**src/rtl/pa_tcipif_pkg.sv**
```systemverilog
// Shared definitions for the tcipif initiator: FSM encoding, CLINT window base and register offsets.
// The optional bus timeout is enabled with the TCIPIF_MST_TIMEOUT_EN macro (see pa_tcipif_mst.sv).
package pa_tcipif_pkg;

    localparam logic [1:0] ST_IDLE_ENC = 2'd0;
    localparam logic [1:0] ST_BUS_ENC  = 2'd1;
    localparam logic [1:0] ST_RESP_ENC = 2'd2;

    typedef enum logic [1:0] {
        ST_IDLE = ST_IDLE_ENC,
        ST_BUS  = ST_BUS_ENC,
        ST_RESP = ST_RESP_ENC
    } tcipif_state_e;

    localparam logic [31:0] CLINT_BASE_DFLT  = 32'hE000_0000;
    localparam int          TIMEOUT_CYC_DFLT = 16;

    localparam logic [15:0] CLINT_MSIP       = 16'h0000;
    localparam logic [15:0] CLINT_MTIMECMPLO = 16'h4000;
    localparam logic [15:0] CLINT_MTIMECMPHI = 16'h4004;
    localparam logic [15:0] CLINT_MTIMELO    = 16'hbff8;
    localparam logic [15:0] CLINT_MTIMEHI    = 16'hbffc;

    // A request targets the CLINT only if it falls in the 64KB window and is word aligned.
    function automatic logic clint_hit(input logic [15:0] addr_hi, input logic [1:0] addr_lo,
                                       input logic [15:0] base_hi);
        return (addr_hi == base_hi) && (addr_lo == 2'b00);
    endfunction

endpackage

```
**src/rtl/pa_tcipif_mst_tmo.sv**
```systemverilog
// Bus-phase timeout counter for the tcipif initiator; only instantiated when
// TCIPIF_MST_TIMEOUT_EN is defined.
module pa_tcipif_mst_tmo #(
    parameter int TIMEOUT_CYC = 16
) (
    input  logic i_clk,
    input  logic i_rst,
    input  logic i_clr,
    input  logic i_inc,
    output logic o_expire
);

    localparam logic [4:0] LAST_CNT = 5'(TIMEOUT_CYC - 1);

    logic [4:0] r_cnt;

    always_ff @(posedge i_clk or posedge i_rst) begin
        if (i_rst) begin
            r_cnt <= 5'd0;
        end else if (i_clr) begin
            r_cnt <= 5'd0;
        end else if (i_inc) begin
            r_cnt <= r_cnt + 5'd1;
        end
    end

    // Fires in the cycle whose increment would reach TIMEOUT_CYC, so sel is high exactly TIMEOUT_CYC cycles.
    assign o_expire = i_inc && (r_cnt == LAST_CNT);

endmodule

```
**src/rtl/pa_tcipif_mst.sv**
```systemverilog
// Initiator end of the tcipif link to the CLINT: one request in flight, decode, bus phase, response.
// Define TCIPIF_MST_TIMEOUT_EN to abort a bus phase that gets no cmplt within TIMEOUT_CYC cycles.
module pa_tcipif_mst
    import pa_tcipif_pkg::*;
#(
    parameter logic [31:0] CLINT_BASE  = CLINT_BASE_DFLT,
    parameter int          TIMEOUT_CYC = TIMEOUT_CYC_DFLT
) (
    input  logic        forever_cpuclk,
    input  logic        cpurst,
    input  logic        lsu_tcipif_req_vld,
    input  logic [31:0] lsu_tcipif_addr,
    input  logic        lsu_tcipif_write,
    input  logic [31:0] lsu_tcipif_wdata,
    output logic        tcipif_lsu_req_rdy,
    output logic        tcipif_lsu_resp_vld,
    output logic [31:0] tcipif_lsu_rdata,
    output logic        tcipif_lsu_err,
    input  logic        lsu_tcipif_resp_rdy,
    output logic        tcipif_clint_sel,
    output logic [15:0] tcipif_clint_addr,
    output logic        tcipif_clint_write,
    output logic [31:0] tcipif_clint_wdata,
    input  logic        clint_tcipif_cmplt,
    input  logic [31:0] clint_tcipif_rdata,
    output logic [1:0]  o_dbg_state
);

    // Handshakes: a transfer happens on a rising edge where valid && ready; valid never waits on ready
    // and payload is held stable while valid is high and ready is low.

    tcipif_state_e r_state;
    logic          r_req_rdy;
    logic          r_resp_vld;
    logic [31:0]   r_rdata;
    logic          r_err;
    logic          r_sel;
    logic [15:0]   r_addr;
    logic          r_write;
    logic [31:0]   r_wdata;

    logic w_accept;
    logic w_hit;
    logic w_tmo_expire;

    assign w_accept = lsu_tcipif_req_vld && r_req_rdy;
    assign w_hit    = clint_hit(lsu_tcipif_addr[31:16], lsu_tcipif_addr[1:0], CLINT_BASE[31:16]);

`ifdef TCIPIF_MST_TIMEOUT_EN
    pa_tcipif_mst_tmo #(
        .TIMEOUT_CYC (TIMEOUT_CYC)
    ) u_tmo (
        .i_clk    (forever_cpuclk),
        .i_rst    (cpurst),
        .i_clr    (w_accept),
        .i_inc    ((r_state == ST_BUS) && !clint_tcipif_cmplt),
        .o_expire (w_tmo_expire)
    );
`else
    assign w_tmo_expire = 1'b0;
`endif

    always_ff @(posedge forever_cpuclk or posedge cpurst) begin
        if (cpurst) begin
            r_state    <= ST_IDLE;
            r_req_rdy  <= 1'b1;
            r_resp_vld <= 1'b0;
            r_rdata    <= 32'd0;
            r_err      <= 1'b0;
            r_sel      <= 1'b0;
            r_addr     <= 16'd0;
            r_write    <= 1'b0;
            r_wdata    <= 32'd0;
        end else begin
            case (r_state)
                ST_IDLE: begin
                    if (w_accept) begin
                        r_req_rdy <= 1'b0;
                        if (w_hit) begin
                            r_state <= ST_BUS;
                            r_sel   <= 1'b1;
                            r_addr  <= lsu_tcipif_addr[15:0];
                            r_write <= lsu_tcipif_write;
                            r_wdata <= lsu_tcipif_wdata;
                        end else begin
                            // Decode miss answers directly without touching the bus.
                            r_state    <= ST_RESP;
                            r_resp_vld <= 1'b1;
                            r_err      <= 1'b1;
                            r_rdata    <= 32'd0;
                        end
                    end
                end
                ST_BUS: begin
                    if (clint_tcipif_cmplt || w_tmo_expire) begin
                        r_state    <= ST_RESP;
                        r_sel      <= 1'b0;
                        r_addr     <= 16'd0;
                        r_write    <= 1'b0;
                        r_wdata    <= 32'd0;
                        r_resp_vld <= 1'b1;
                        // cmplt takes priority over a coincident timeout.
                        r_err      <= !clint_tcipif_cmplt;
                        r_rdata    <= (clint_tcipif_cmplt && !r_write) ? clint_tcipif_rdata : 32'd0;
                    end
                end
                ST_RESP: begin
                    if (lsu_tcipif_resp_rdy) begin
                        r_state    <= ST_IDLE;
                        r_resp_vld <= 1'b0;
                        r_err      <= 1'b0;
                        r_rdata    <= 32'd0;
                        r_req_rdy  <= 1'b1;
                    end
                end
                default: begin
                    r_state   <= ST_IDLE;
                    r_req_rdy <= 1'b1;
                end
            endcase
        end
    end

    assign tcipif_lsu_req_rdy  = r_req_rdy;
    assign tcipif_lsu_resp_vld = r_resp_vld;
    assign tcipif_lsu_rdata    = r_rdata;
    assign tcipif_lsu_err      = r_err;
    assign tcipif_clint_sel    = r_sel;
    assign tcipif_clint_addr   = r_addr;
    assign tcipif_clint_write  = r_write;
    assign tcipif_clint_wdata  = r_wdata;
    assign o_dbg_state         = r_state;

endmodule

```
**config.mk**
```make
export PLATFORM = sky130hd
export DESIGN_NAME = pa_tcipif_mst
export DESIGN_NICKNAME = d
export VERILOG_FILES = /design/src/rtl/pa_tcipif_pkg.sv /design/src/rtl/pa_tcipif_mst_tmo.sv /design/src/rtl/pa_tcipif_mst.sv
export SDC_FILE = /design/constraint.sdc
export NUM_CORES = 1
export LEC_CHECK = 0
export BUFFER_PORTS_ARGS = -buffer_cell sky130_fd_sc_hd__buf_2
export CORE_MARGIN = 3
export CORE_UTILIZATION = 42
export CTS_CLUSTER_SIZE = 25
export DETAILED_ROUTE_END_ITERATION = 10
export PLACE_DENSITY = 0.82
export SLEW_MARGIN = 30
export SYNTH_ARGS = -nofsm -noshare
export SYNTH_HDL_FRONTEND = slang
export SYNTH_SLANG_ARGS = --single-unit
```
**constraint.sdc**
```tcl
create_clock -name forever_cpuclk -period 2.48 [get_ports forever_cpuclk]
set_input_delay 0.124 -clock forever_cpuclk [delete_from_list [all_inputs] [get_ports forever_cpuclk]]
set_output_delay 0.124 -clock forever_cpuclk [all_outputs]
set_load 0.005 [all_outputs]
```
### Word-level counts from Yosys, hierarchy flattened

Index checks and enable logic that the tools add are counted.

* flip-flop bits (word level): 87
* output and inout port bits: 87
* word-level logic and storage cells: 67

* equal/unequal tests: 8
* muxes and demuxes: 36
* bitwise logic cells: 1
* reductions and logical operators: 13

Operators with widths (number)
* 32-bit two-way mux: 8
* 32-bit case mux with 3 select lines: 1
* 32-bit case mux with 2 select lines: 1
* 16-bit two-way mux: 3
* 16-bit case mux with 2 select lines: 1
* 16-bit == test (second input constant): 1
* 1-bit two-way mux: 12
* 2-bit inequality test (second input constant): 5
* 1-bit case mux with 3 select lines: 3
* 2-bit two-way mux: 4
* 2-bit case mux with 3 select lines: 1
* 3-bit AND reduction: 2
* 5-bit AND reduction: 1
* 2-bit zero test: 2
* 1-bit case mux with 2 select lines: 2
* 4-bit AND reduction: 1
* 1-bit logical AND: 3
* 3-bit nonzero test: 1
* 2-bit by 1-bit == test with 1-bit output (second input constant): 1
* 2-bit == test (second input constant): 1
* 1-bit zero test: 2
* 2-bit nonzero test: 1
* 1-bit inverter: 1

### Depth between registers and ports, before layout

* depth in word-level cells: 5
* depth in mapped cells: 8
* depth with buffers taken out: 6

### Worst setup path before layout

No wires, ideal clock.

* path type: reg2reg
* start: register r_state[0], in the netlist o_dbg_state[0]
* end: register r_rdata[21], in the netlist tcipif_lsu_rdata[21]
* library setup time: 121 ps
* data arrival time: 1750 ps
* path slack: 609 ps
* stages on the path, launching flop included: 9
* clock period less this slack: 1871 ps
* cells stage by stage: dfrtp_1 inv_1 ha_1 and3_1 nor2_1 a311o_1 buf_2 buf_4 a22o_1

* word-level cells in the longest chain between the ends: 3
* elaborated cells on any way between the ends: 10

RTL lines
* from (decl): RTL line pa_tcipif_mst.sv:32 `tcipif_state_e r_state;`
* from (signal assigned): RTL line pa_tcipif_mst.sv:65 `r_state <= ST_IDLE;`
* from (signal assigned): RTL line pa_tcipif_mst.sv:80 `r_state <= ST_BUS;`
* from (signal assigned): RTL line pa_tcipif_mst.sv:87 `r_state <= ST_RESP;`
* 2-bit == test (tied with other cells): RTL line pa_tcipif_mst.sv:75 `case (r_state)`
* 2-bit inequality test (no source line) / 3-bit nonzero test (equally long branches)
* 5-bit AND reduction (no source line)
* to (signal assigned): RTL line pa_tcipif_mst.sv:104 `r_rdata <= (clint_tcipif_cmplt && !r_write) ? clint_tcipif_rdata : 32'd0;`
* to (decl): RTL line pa_tcipif_mst.sv:35 `logic [31:0] r_rdata;`

Parallel ways exist; a longest one is shown, timed or not.
A chain may end at the register's enable or synchronous reset.

### Worst setup path in the final report

* start: register r_state[1], in the netlist o_dbg_state[1]
* end: register r_rdata[30], in the netlist tcipif_lsu_rdata[30]

Same word-level chain as after synthesis.

==> metrics <==
status completed; final setup TNS 0 ps; CP Capture Type flop; #FFs+latches synth 87; Initial Util 0.438; Period minus WS final about 2100 ps; IO Pins around 190; routed wire length 10800 microns; Seq/Total Area, Yosys 0.564; Worst Clk Skew 20.1 ps; remaining antenna violation count 0; Clock power frac 0.344; CP Launch Point o_dbg_state[1]$_DFFE_PP0P_; worst reg-to-reg setup slack roughly 420 ps; vias in the first global route 3462; end of the worst register-to-register path tcipif_lsu_rdata[30]$_DFFE_PP0P_; final hold viol count 0; CTS tree yes; Int Pwr roughly 2.2 mW; Global Route Usage Sum 0.206; first-pass GRT wire length ~17000 microns; yosys warns 0; Peak VDD IR ~0.35 mV; Gate power share 0.170; layout cells sized above 1 0.394; post-synthesis mux area share 0.127; Synth Area in Compound Gates 0.0914; root buf cell clkbuf_8; ys flop type dfrtp_1; initial antenna violation count 0; n_diodes 0; Max FO, Critical Path 34; worst-path cell with the longest stage delay dfrtp_1; DRC Markers 0; switch share 0.288; setup bufs post-CTS 0; Reg-to-Reg Start o_dbg_state[1]$_DFFE_PP0P_; DR WL/cell 16.4 microns; WP buf/inv 2; Worst Setup EP tcipif_lsu_rdata[30]$_DFFE_PP0P_; final std cells w/o fill 661; CP Cell Sequence inv_1, ha_1, and3_1, nor2_1, a311o_1, buf_4, a22o_1; Die W roughly 100 microns; Area Growth Syn to Fin 41.8%; Finished Core Util 0.621; largest family of logic cells by synthesized area simple AND/OR/NAND/NOR gates; IO Port Bufs approximately 190; commonest cells in the netlist dfrtp_1, nand2_1, mux2i_1, nand2b_1, a22o_1; FFs w/ async S/R, synth 1.00; max cap viols 0; clk buf depth 2; post-synthesis simple-gate area fraction 0.165; area of the core around 8800 sq um; crit path kind flop to flop; max incr delay on CP about 430 ps; DR iter-0 viols between 100 and 150; vias per cell 5.10; Die Y-Extent 102 microns; count of final setup violators 0; number of synthesized flops with an enable pin 0; Yosys top cell by area dfrtp_1; post-synth top area share 0.558; Synth cell types 30; Slew Limit Fails 0; average size of a mapped cell between 10 and 15 sq um; cell family with most CP delay compound AO/OA/AOI/OAI gates; P_leak between 2 and 3 nW; Post-Synth Adder-Cell Area 0.00972; RD Place Congestion around 0.75; worst rel slew slack 0.502; xor and xnor area share after synthesis 0; vias 3371; worst hold path class primary input to flop; crit start category flop; WP data arrival ~2300 ps; pin count of the biggest net entering global routing just over 50; final net count ~650; Pwr per Cell Area approximately 560 nW/um^2; Flop pwr share 0.486; First-pass DRT Iterations 4; ranking of synthesized cells by area dfrtp_1, mux2i_1, nand2b_1, a22o_1, nand2_1; Post-Syn Nets ~430; Critical Path RT 2720 ps; H-tree levels 3; GRT overflow 0; unrepaired setup endpoints after global routing false; post-route setup slack between 400 and 500 ps; total CTS buffers 9; Psw ~0.88 mW; Worst path depth 7; Final Cycle Share 0.830; fmax about 0.49 GHz; Clk Latency, worst-skew pair around 360 ps; count leader, synth dfrtp_1; placed insts about 600; detailed placement HPWL around 7100 microns; mapped cell area around 3900 sq um; pre-CTS WS roughly 370 ps; DIE AREA 10400 sq um; floorplan row count 34; Worst Tran Pin Value 746 ps; FF-to-FF path depth 7; Synth Instances 327; clk slew on worst S/H paths around 110 ps; clock sink count a little under 90
final cells by class:
type,count,area (sq um)
Inverter,5,20.0
Sequential cell,87,2180
Timing Repair Buffer,233,1400
Clock buffer,9,124
Multi-Input combinational cell,212,1530
Fill cell,716,3330
Tap cell,108,135
Clock inverter,7,86.3
cell families after synthesis:
family	after synthesis
AOI/OAI and AO/OA	41
adders and majority gates	3
buffers and inverters	28
DFF	87
muxes	49
and+or+nand+nor	119
placed cells by master, fill, tap and decap left out, types with 2 or more instances in the layout:
cell / n
a22o_1: 33
and3_1: 2
and3b_1: 3
buf_12: 2
buf_2: 188
buf_4: 6
clkbuf_8: 9
dfrtp_1: 86
dlygate4sd3_1: 37
ha_1: 3
inv_1: 4
inv_6: 2
inv_8: 2
mux2i_1: 49
nand2_1: 52
nand2b_1: 49
nor2_1: 2
nor2b_1: 2
or4_1: 3
state kept, by name, indices dropped and copies added (netlist names):
| signal | count |
|---|---|
| tcipif_lsu_resp_vld | 1 |
| tcipif_clint_wdata | 32 |
| tcipif_clint_write | 1 |
| tcipif_lsu_rdata | 32 |
| tcipif_clint_addr | 16 |
| tcipif_lsu_req_rdy | 1 |
| tcipif_lsu_err | 1 |
| tcipif_clint_sel | 1 |
| o_dbg_state | 2 |
per-stage QoR:
stage | hold WS [ps] | cell area (sq um) | power [mW]
3_5_place_dp | 279 | 4890 | 1.98
5_1_grt | -12.3 | 5470 | 3.21
3_3_place_gp | 261 | 4890 | 1.97
6_report | 17.7 | 5470 | 3.06
4_1_cts | 0.228 | 5460 | 3.09
2_1_floorplan | 264 | 3860 | 1.82
power groups by stage:
stage               Combinational, mW  Sequential [mW]  Clock (mW)
floorplan                       0.302             1.51           0
global placement                0.455             1.51           0
detailed placement              0.467             1.52           0
CTS                             0.516             1.49        1.08
global route                    0.578             1.49        1.14
finish                          0.522             1.49        1.05
metal layers:
metal  GRT usage  vias up  share of wire
met4       0.117        0          0.041
met3      0.0334       41          0.046
li1            -     1565              -
met5           0        -              0
met1       0.255     1643           0.40
met2       0.344      122           0.51
worst min-delay path by stage:
stage	startpoint	slack [ps]	to	cells past startpoint
2_1_floorplan	clint_tcipif_rdata[0]	260	tcipif_lsu_rdata[0]$_DFFE_PP0P_	1
3_3_place_gp	cpurst	260	tcipif_clint_addr[13]$_DFFE_PP0P_	2
3_5_place_dp	cpurst	280	tcipif_clint_addr[13]$_DFFE_PP0P_	2
4_1_cts	lsu_tcipif_wdata[15]	0.2	tcipif_clint_wdata[15]$_DFFE_PP0P_	3
5_1_grt	clint_tcipif_rdata[2]	-10	tcipif_lsu_rdata[2]$_DFFE_PP0P_	2
6_report	clint_tcipif_rdata[2]	20	tcipif_lsu_rdata[2]$_DFFE_PP0P_	2
timing repair:
action	CTS	global route
resized for setup	0	0
hold endpoints to repair	76	1
hold buffers	36	1
Power figures use the tool's default switching activity.
